<file path="src/rtl/nn_fixed_pkg.sv">
// Shared fixed-point definitions for the NN datapath.
// Used by the activation stage and the layer MAC stage.
package nn_fixed_pkg;

    localparam int DATA_W_DEF = 8;
    localparam int ADDR_W_DEF = 4;
    localparam int FRAC_W_DEF = 4;

    typedef logic signed [DATA_W_DEF-1:0] sample_t;

    // Clamp a wide signed value into the range of a w-bit signed number.
    function automatic logic signed [31:0] saturate(
        input logic signed [31:0] v,
        input int                 w
    );
        logic signed [31:0] hi;
        logic signed [31:0] lo;
        hi = (32'sd1 <<< (w - 1)) - 32'sd1;
        lo = -(32'sd1 <<< (w - 1));
        if (v > hi) return hi;
        if (v < lo) return lo;
        return v;
    endfunction

endpackage

</file>
<file path="src/rtl/interp_sat_add.sv">
// Combinational interpolation: base + (diff * frac) >>> FRAC_W,
// clamped to the signed sample range.
module interp_sat_add
    import nn_fixed_pkg::*;
#(
    parameter int DATA_W = nn_fixed_pkg::DATA_W_DEF,
    parameter int FRAC_W = nn_fixed_pkg::FRAC_W_DEF
) (
    input  logic signed [DATA_W-1:0] base,
    input  logic signed [DATA_W:0]   diff,
    input  logic        [FRAC_W-1:0] frac,
    output logic signed [DATA_W-1:0] sum
);

    localparam int PW = DATA_W + FRAC_W + 2;
    localparam int SW = DATA_W + 2;

    logic signed [PW-1:0] prod;
    logic signed [SW-1:0] delta;
    logic signed [SW-1:0] sum_w;
    logic signed [31:0]   wide;

    // frac is zero-extended so it always acts as a non-negative weight.
    assign prod  = $signed({{(PW-DATA_W-1){diff[DATA_W]}}, diff})
                 * $signed({{(PW-FRAC_W){1'b0}}, frac});
    assign delta = SW'(prod >>> FRAC_W);
    assign sum_w = $signed({{2{base[DATA_W-1]}}, base}) + delta;
    assign wide  = $signed({{(32-SW){sum_w[SW-1]}}, sum_w});
    assign sum   = DATA_W'(saturate(wide, DATA_W));

endmodule

</file>
<file path="src/rtl/activation_interp.sv">
// Three-stage piecewise-linear activation with LUT interpolation.
// All stages advance together; a blocked output freezes the pipe.
module activation_interp
    import nn_fixed_pkg::*;
#(
    parameter int DATA_W = nn_fixed_pkg::DATA_W_DEF,
    parameter int ADDR_W = nn_fixed_pkg::ADDR_W_DEF,
    parameter int FRAC_W = nn_fixed_pkg::FRAC_W_DEF
) (
    input  logic                     clk,
    input  logic                     rst,
    input  logic signed [DATA_W-1:0] in_data,
    input  logic                     in_valid,
    output logic                     in_ready,
    output logic        [ADDR_W-1:0] lut_address,
    input  logic signed [DATA_W-1:0] lut_base,
    input  logic signed [DATA_W-1:0] lut_next,
    output logic signed [DATA_W-1:0] out_data,
    output logic                     out_valid,
    input  logic                     out_ready
);

    logic                     en;
    logic signed [DATA_W-1:0] s1_x;
    logic                     s1_v;
    logic signed [DATA_W-1:0] base;
    logic signed [DATA_W:0]   diff;
    logic        [FRAC_W-1:0] frac;
    logic                     s2_v;
    logic signed [DATA_W-1:0] sat_sum;

    assign en          = !out_valid || out_ready;
    assign in_ready    = en;
    assign lut_address = s1_x[DATA_W-1 -: ADDR_W];

    // S1: capture the raw sample; its upper bits address the LUT.
    always_ff @(posedge clk or negedge rst) begin
        if (!rst) begin
            s1_x <= '0;
            s1_v <= 1'b0;
        end else if (en) begin
            s1_x <= in_data;
            s1_v <= in_valid;
        end
    end

    // S2: latch the LUT pair as base plus slope, and the fraction.
    always_ff @(posedge clk or negedge rst) begin
        if (!rst) begin
            base <= '0;
            diff <= '0;
            frac <= '0;
            s2_v <= 1'b0;
        end else if (en) begin
            base <= lut_base;
            diff <= $signed({lut_next[DATA_W-1], lut_next})
                  - $signed({lut_base[DATA_W-1], lut_base});
            frac <= s1_x[FRAC_W-1:0];
            s2_v <= s1_v;
        end
    end

    interp_sat_add #(
        .DATA_W (DATA_W),
        .FRAC_W (FRAC_W)
    ) u_sat_add (
        .base (base),
        .diff (diff),
        .frac (frac),
        .sum  (sat_sum)
    );

    // S3: register the saturated interpolation toward the next layer.
    always_ff @(posedge clk or negedge rst) begin
        if (!rst) begin
            out_data  <= '0;
            out_valid <= 1'b0;
        end else if (en) begin
            out_data  <= sat_sum;
            out_valid <= s2_v;
        end
    end

endmodule
</file>
<file path="config.mk">
export PLATFORM = sky130hd
export DESIGN_NAME = activation_interp
export DESIGN_NICKNAME = d
export VERILOG_FILES = /design/src/rtl/nn_fixed_pkg.sv /design/src/rtl/interp_sat_add.sv /design/src/rtl/activation_interp.sv
export SDC_FILE = /design/constraint.sdc
export NUM_CORES = 1
export LEC_CHECK = 0
export CAP_MARGIN = 10
export CORE_MARGIN = 2
export CORE_UTILIZATION = 38
export CTS_CLUSTER_DIAMETER = 50
export CTS_CLUSTER_SIZE = 14
export DETAILED_ROUTE_END_ITERATION = 12
export PLACE_DENSITY = 0.66
export SKIP_LAST_GASP = 1
export SLEW_MARGIN = 20
export SYNTH_ARGS = -nofsm -noshare
export SYNTH_HDL_FRONTEND = slang
export SYNTH_HIERARCHICAL = 1
export SYNTH_SLANG_ARGS = --single-unit
</file>
<file path="constraint.sdc">
create_clock -name clk -period 5 [get_ports clk]
set_clock_uncertainty 0.05 [all_clocks]
set_input_delay 1 -clock clk [delete_from_list [all_inputs] [get_ports clk]]
set_output_delay 1 -clock clk [all_outputs]
set_load 0.1 [all_outputs]
</file>
==> results of run 1 <==
## final cells by class
type / count / area share
multi-input cells: 327 / 0.5693
flip-flops and latches: 40 / 0.2094
repair buffers: 65 / 0.1234
inverters: 50 / 0.03921
well taps: 133 / 0.03476
clock buffers: 5 / 0.01438
clock inverters: 3 / 0.009671
## per-stage QoR
stage               std cells  cell area, um2    util  worst slack, ns  hold WS (ns)
floorplan                 430            3729       -           0.1424        0.3800
global placement          607            4357  0.4520          0.01523        0.3999
detailed placement        607            4357  0.4520          -0.1220        0.4048
CTS                       617            4559  0.4730         0.001258        0.4269
global route              623            4787  0.4966          -0.1642        0.4514
finish                    623            4787  0.4966          0.07417        0.4241
## final timing paths
check                              from          end  slack (ns)  depth (start not counted)
max in group asynchronous           rst      frac[2]        3.52                          1
worst min register to register  s1_x[7]      s1_x[7]        0.42                          2
worst max register to register  frac[2]  out_data[1]        0.07                         24
min in group asynchronous           rst  out_data[0]        0.76                          1
worst min-delay path            s1_x[7]      s1_x[7]        0.42                          2
worst max-delay path            frac[2]  out_data[1]        0.07                         24
## state kept, by name (all words and copies together), names as in the netlist
| signal | cells |
|---|---|
| diff | 9 |
| s1_x | 8 |
| s2_v | 1 |
| base | 8 |
| frac | 4 |
| s1_v | 1 |
| out_data | 8 |
| out_valid | 1 |
## routing by layer
layer / GRT usage / vias to the layer above / wire, um
li1: - / 1525 / -
met1: 0.2111 / 1456 / 3694
met2: 0.2782 / 44 / 4223
met3: 0.02847 / 8 / 255
met4: 0.03239 / 0 / 95
met5: 0 / - / 0
## kinds of logic after synthesis
group	count (synthesis)	synth area share
DFF	40	0.2685
buffers and inverters	63	0.06879
and+or+nand+nor	173	0.2299
AOI/OAI and AO/OA	72	0.1305
adders and majority gates	62	0.2483
xor gates and xnor gates	20	0.05403
## layout by cell type (no fill, tap or decap), types with 6 or more instances in the layout
cell type and count:
nand2_1 86, inv_1 46, dfrtp_1 39, clkdlybuf4s50_1 39, ha_1 32, buf_4 23
and2_1 21, fa_1 20, a21oi_1 17, o21ai_0 15, nor2_1 15, xnor2_1 10
ha_4 9, xor2_1 8, a21oi_2 7, o21a_1 6
## timing repair
item                       in CTS  in global routing
setup endpoints to repair       7                  8
buffers inserted                2                  6
pin swaps                      11                 42
gates resized for setup        14                 32
## tightest hold or removal path, cell delays in order (launching register included)
cell and delay (ns):
dfrtp_1 0.35, nand2_1 0.05, nand2_1 0.05
==> impl_results.md, run 1 <==
- Status: complete, no violations
- I/O Buffers: 41
- TritonCTS clock tree: done
- Synth Area per Inst: between 8 and 9 um2
- Layout area overhead: 28.39%
- Mapped Area: 3729 um2
- Seq cells post-synth: 40
- Footprint of the multi-input gates: 2725 um2
- IO Count: 42
- CTS Sinks: 40
- Core box area: slightly below 10000 um2
- Post-synthesis sequential area ratio: 0.2685
- Gr ovfl total: 0
- Post-route minimum period: around 4.9 ns
- Residual DRC: 0
- Most frequent cells after synthesis: nand2_1, inv_1, ha_1
- Share of cells above drive strength 1: 0.1857
- Crit path max-delay family: adder cells
- Slew headroom: 0.3301
- Setup Crit Path Kind: flip-flop to flip-flop
- Setup crit start kind: flip-flop
- Row cnt: 36
- Post-synth EDFFs: 0
- Worst Tran Pin Value: between 1 and 1.5 ns
- Max Cap Viol: 0
- Crit-path cells: and2_4 -> ha_4 -> inv_2 -> fa_1 -> inv_1 -> fa_1 -> ha_4 -> nand2_4 -> nor3_4 -> buf_6 -> o311ai_4 -> a21boi_2 -> o21a_1 -> nor2_1 -> xnor2_1 -> ha_1 -> a21o_1 -> a31oi_4 -> xnor2_4 -> xnor2_4 -> a21oi_4 -> a21oi_1 -> nand2_1 -> nand2_1
- Total wire length: approximately 8300 um
- Antenna diodes: 0
- Area taken by flip-flops and latches: around 1000 um2
- Asr flop ratio synth: 1.000
- RSZ-0062 raised after global routing: yes
- Final Hold Viols: 0
- Slowest stage delay, CP: roughly 0.49 ns
- Num CTS Buffers: 5
- Final Wtd Congestion: between 0.8 and 0.9
- Post-synth net total: 520
- Biggest area consumer among synthesized cells: dfrtp_1
- Post-synth cell types: 54
- CP arrival: between 5 and 6 ns
- Die area: about 11000 um2
- Die Y: between 100 and 150 um
- Synth top area share: 0.2685
- Clock buffer depth: 2
- Hold Crit Class: flip-flop to flip-flop
- Crit share post-route: 0.9852
- Die width: between 100 and 150 um
- Critical Path RT: 5.15 ns
- Final setup TNS: 0 ns
- Largest cells by area after synthesis: dfrtp_1, ha_1, fa_1
- First-pass GRT wire length: 13700 um
- Max Clk Rate: 203.0 MHz
- NumNets Final: 579
- Worst-Skew Late Latency: 0.30 ns
- H-tree levels: 2
- Slew Limit Fails: 0
- Most common cell in the netlist: nand2_1
- Routed Antenna Nets: 0
- Initial drt markers: 46
- WL/cell: roughly 13 um
- Final setup viols: 0
- Vias per inst: around 4.9
- Slowest CP cell: fa_1
- Largest net degree at the start of global routing: 41
- Critical-path maximum fanout: 8
- Worst setup EP type: flip-flop
- Warnings from Yosys: 6
- Vias in the first global route: ~3000
- Clock transition at path regs: 0.09 ns
- DR vias: between 3000 and 4000
- Post-DP HPWL: 6322 um
- CTS Hold Bufs: 0
- Synth Flop Type: dfrtp_1
- Critical path buffer and inverter count: 3
- DR pass1 iterations: 4
- Filler Cell Count: 895
- Gr usage total: 0.1606
- Synth Instances: 430
- Initial antenna violation count: 0
- Clock tree root buffer cell: clkbuf_8
- Initial core utilization: 0.3868
Power of run 1 is left out: the tool's default activity adds up to more than one toggle a clock period on the data nets, which glitch-free logic cannot reach.
==> inputs of run 2 (changes only) <==
Settings changed: PLACE_DENSITY 0.66 to 0.64.
Clock period 5 ns to 5.5 ns, I/O delays scaled along.
==> run 2 against run 1 <==
Compared with the run above: routed wire length shrank 7.3%; non-clock buffer count shrank 21; critical path type unchanged; global-route usage shrank 0.52 points; via count shrank 4.2%; hold slack lost 0.0046 ns; first-iteration DRC count shrank 6.5%; design area shrank 8.2%; utilization shrank 4.1 points; critical path depth shrank 1; maximum frequency shrank 4.2%; cell count shrank 3.4%; highest routed layer unchanged.
==> impl_results.md, run 2 (synthesis results as in run 1) <==
- Final setup TNS: 0 ns
- Worst-Skew Late Latency: around 0.3 ns
- First-pass GRT wire length: between 10000 and 15000 um
- Total wire length: 7667 um
- Vias per inst: 4.829
- DR pass1 iterations: 4
- Core box area: a little under 10000 um2
- Share of cells above drive strength 1: 0.08102
- Gr ovfl total: 0
- Clock transition at path regs: around 0.090 ns
- PnR worst setup slack: ~0.36 ns
- Max Cap Viol: 0
- Final setup viols: 0
- I/O Buffers: just over 40
- Post-DP HPWL: just over 6000 um
- Worst Tran Pin Value: 1.008 ns
- IO Count: between 40 and 50
- Vias in the first global route: between 2000 and 3000
- Largest net degree at the start of global routing: between 50 and 60
- WL/cell: around 13 um
- Initial drt markers: 43
- Antenna diodes: 0
- Most frequent cells in the layout: nand2_1, inv_1, ha_1, dfrtp_1, clkdlybuf4s50_1
- Non-filler instance count after layout: between 600 and 700
- Setup crit start kind: flip-flop
- Critical-path maximum fanout: 10
- Slew headroom: 0.3257
- Max Clk Rate: 194.4 MHz
- Die Y: ~100 um
- Slew Limit Fails: 0
- H-tree levels: 2
- Placed cells: 593
- CP arrival: 5.34 ns
- Setup Crit Path Kind: flip-flop to flip-flop
- Pre-CTS setup slack: between 0.2 and 0.3 ns
- Max FFs per register: 9
- Status: complete, no violations
- NumNets Final: between 500 and 600
- Most common library cell in the layout ignoring fill and taps: nand2_1
- Final Hold Viols: 0
- DR vias: just under 3000
- Clock tree root buffer cell: clkbuf_8
- RSZ-0062 raised after global routing: no
- Die width: 103.1 um
- Post-route minimum period: 5.144 ns
- Row cnt: 36
- TritonCTS clock tree: done
- Die area: between 10000 and 15000 um2
- Num CTS Buffers: 5
- Hold Crit Class: flip-flop to flip-flop
- Gr usage total: 0.1555
- Biggest register: diff
- Routed Antenna Nets: 0
- Worst Hold Margin: between 0.4 and 0.5 ns
- CTS Sinks: 40
- Layout area overhead: 17.82%
- Residual DRC: 0
- Clock buffer depth: 2
- Worst setup EP type: flip-flop
- Initial core utilization: 0.3868
- Final Wtd Congestion: 0.8180
- Critical Path RT: approximately 5.7 ns
- Crit share post-route: 0.9353
- Initial antenna violation count: 0
-- run 2: cell types whose count changed in the layout (fill, tap and decap cells not counted), moves of 4 or more --
cell and change:
buf_4 -19, ha_1 +10, ha_4 -9, a21oi_1 +7, a21oi_2 -6, and2_1 +4, and2_4 -4
-- run 2: final cells by class --
class / instances / area (um2)
multi-input combinational: 327 / 2496
tap: 133 / 166.4
fill: 1001 / 5246
timing repair buffer: 44 / 425.4
sequential: 40 / 1002
clock buffer: 5 / 68.82
inverter: 50 / 187.7
clock inverter: 3 / 46.29
-- run 2: metrics by stage --
| step | area (um2) | utilization |
|---|---|---|
| 5_1_grt | 4393 | 0.4557 |
| 3_3_place_gp | 4252 | 0.4411 |
| 6_report | 4393 | 0.4557 |
| 3_5_place_dp | 4252 | 0.4411 |
| 4_1_cts | 4367 | 0.4530 |
| 2_1_floorplan | 3729 | - |
-- run 2: path summary, 6_finish.rpt --
check / start / depth (start not counted) / to / slack, ns
worst max-delay path: frac[3] / 23 / out_data[5] / 0.36
max in group asynchronous: rst / 1 / frac[2] / 3.94
worst min-delay path: out_data[4] / 2 / out_data[4] / 0.42
min in group asynchronous: rst / 1 / out_data[1] / 0.86
worst max register to register: frac[3] / 23 / out_data[5] / 0.36
worst min register to register: out_data[4] / 2 / out_data[4] / 0.42
-- run 2: repair_timing --
item | in CTS | in global routing
setup buffers | 0 | 1
gates resized for setup | 0 | 5
hold buffers | 0 | 0
endpoints found under the setup margin | 0 | 7
-- run 2: routing by layer --
layer	vias up	wire length (um)	track usage
met5	-	0	0
met4	0	92	0.03644
met1	1388	3690	0.2174
li1	1484	-	-
met2	29	3709	0.2547
met3	6	174	0.02305
-- run 2: critical path, cell delays in order, from the launching register on --
cell	delay [ns]
dfrtp_1	0.47
and2_1	0.18
ha_1	0.26
inv_1	0.05
fa_1	0.53
inv_1	0.06
fa_1	0.48
ha_1	0.36
a21oi_1	0.20
nor2b_2	0.09
o311ai_1	0.34
a21boi_1	0.14
o21a_1	0.21
nor2_1	0.11
xnor2_1	0.14
ha_1	0.27
a21o_1	0.21
a31oi_4	0.16
xnor2_2	0.13
xnor2_4	0.28
nand2_4	0.10
a21oi_1	0.13
nand2_1	0.07
nand2_1	0.08
Power of run 2 is left out for the same reason.
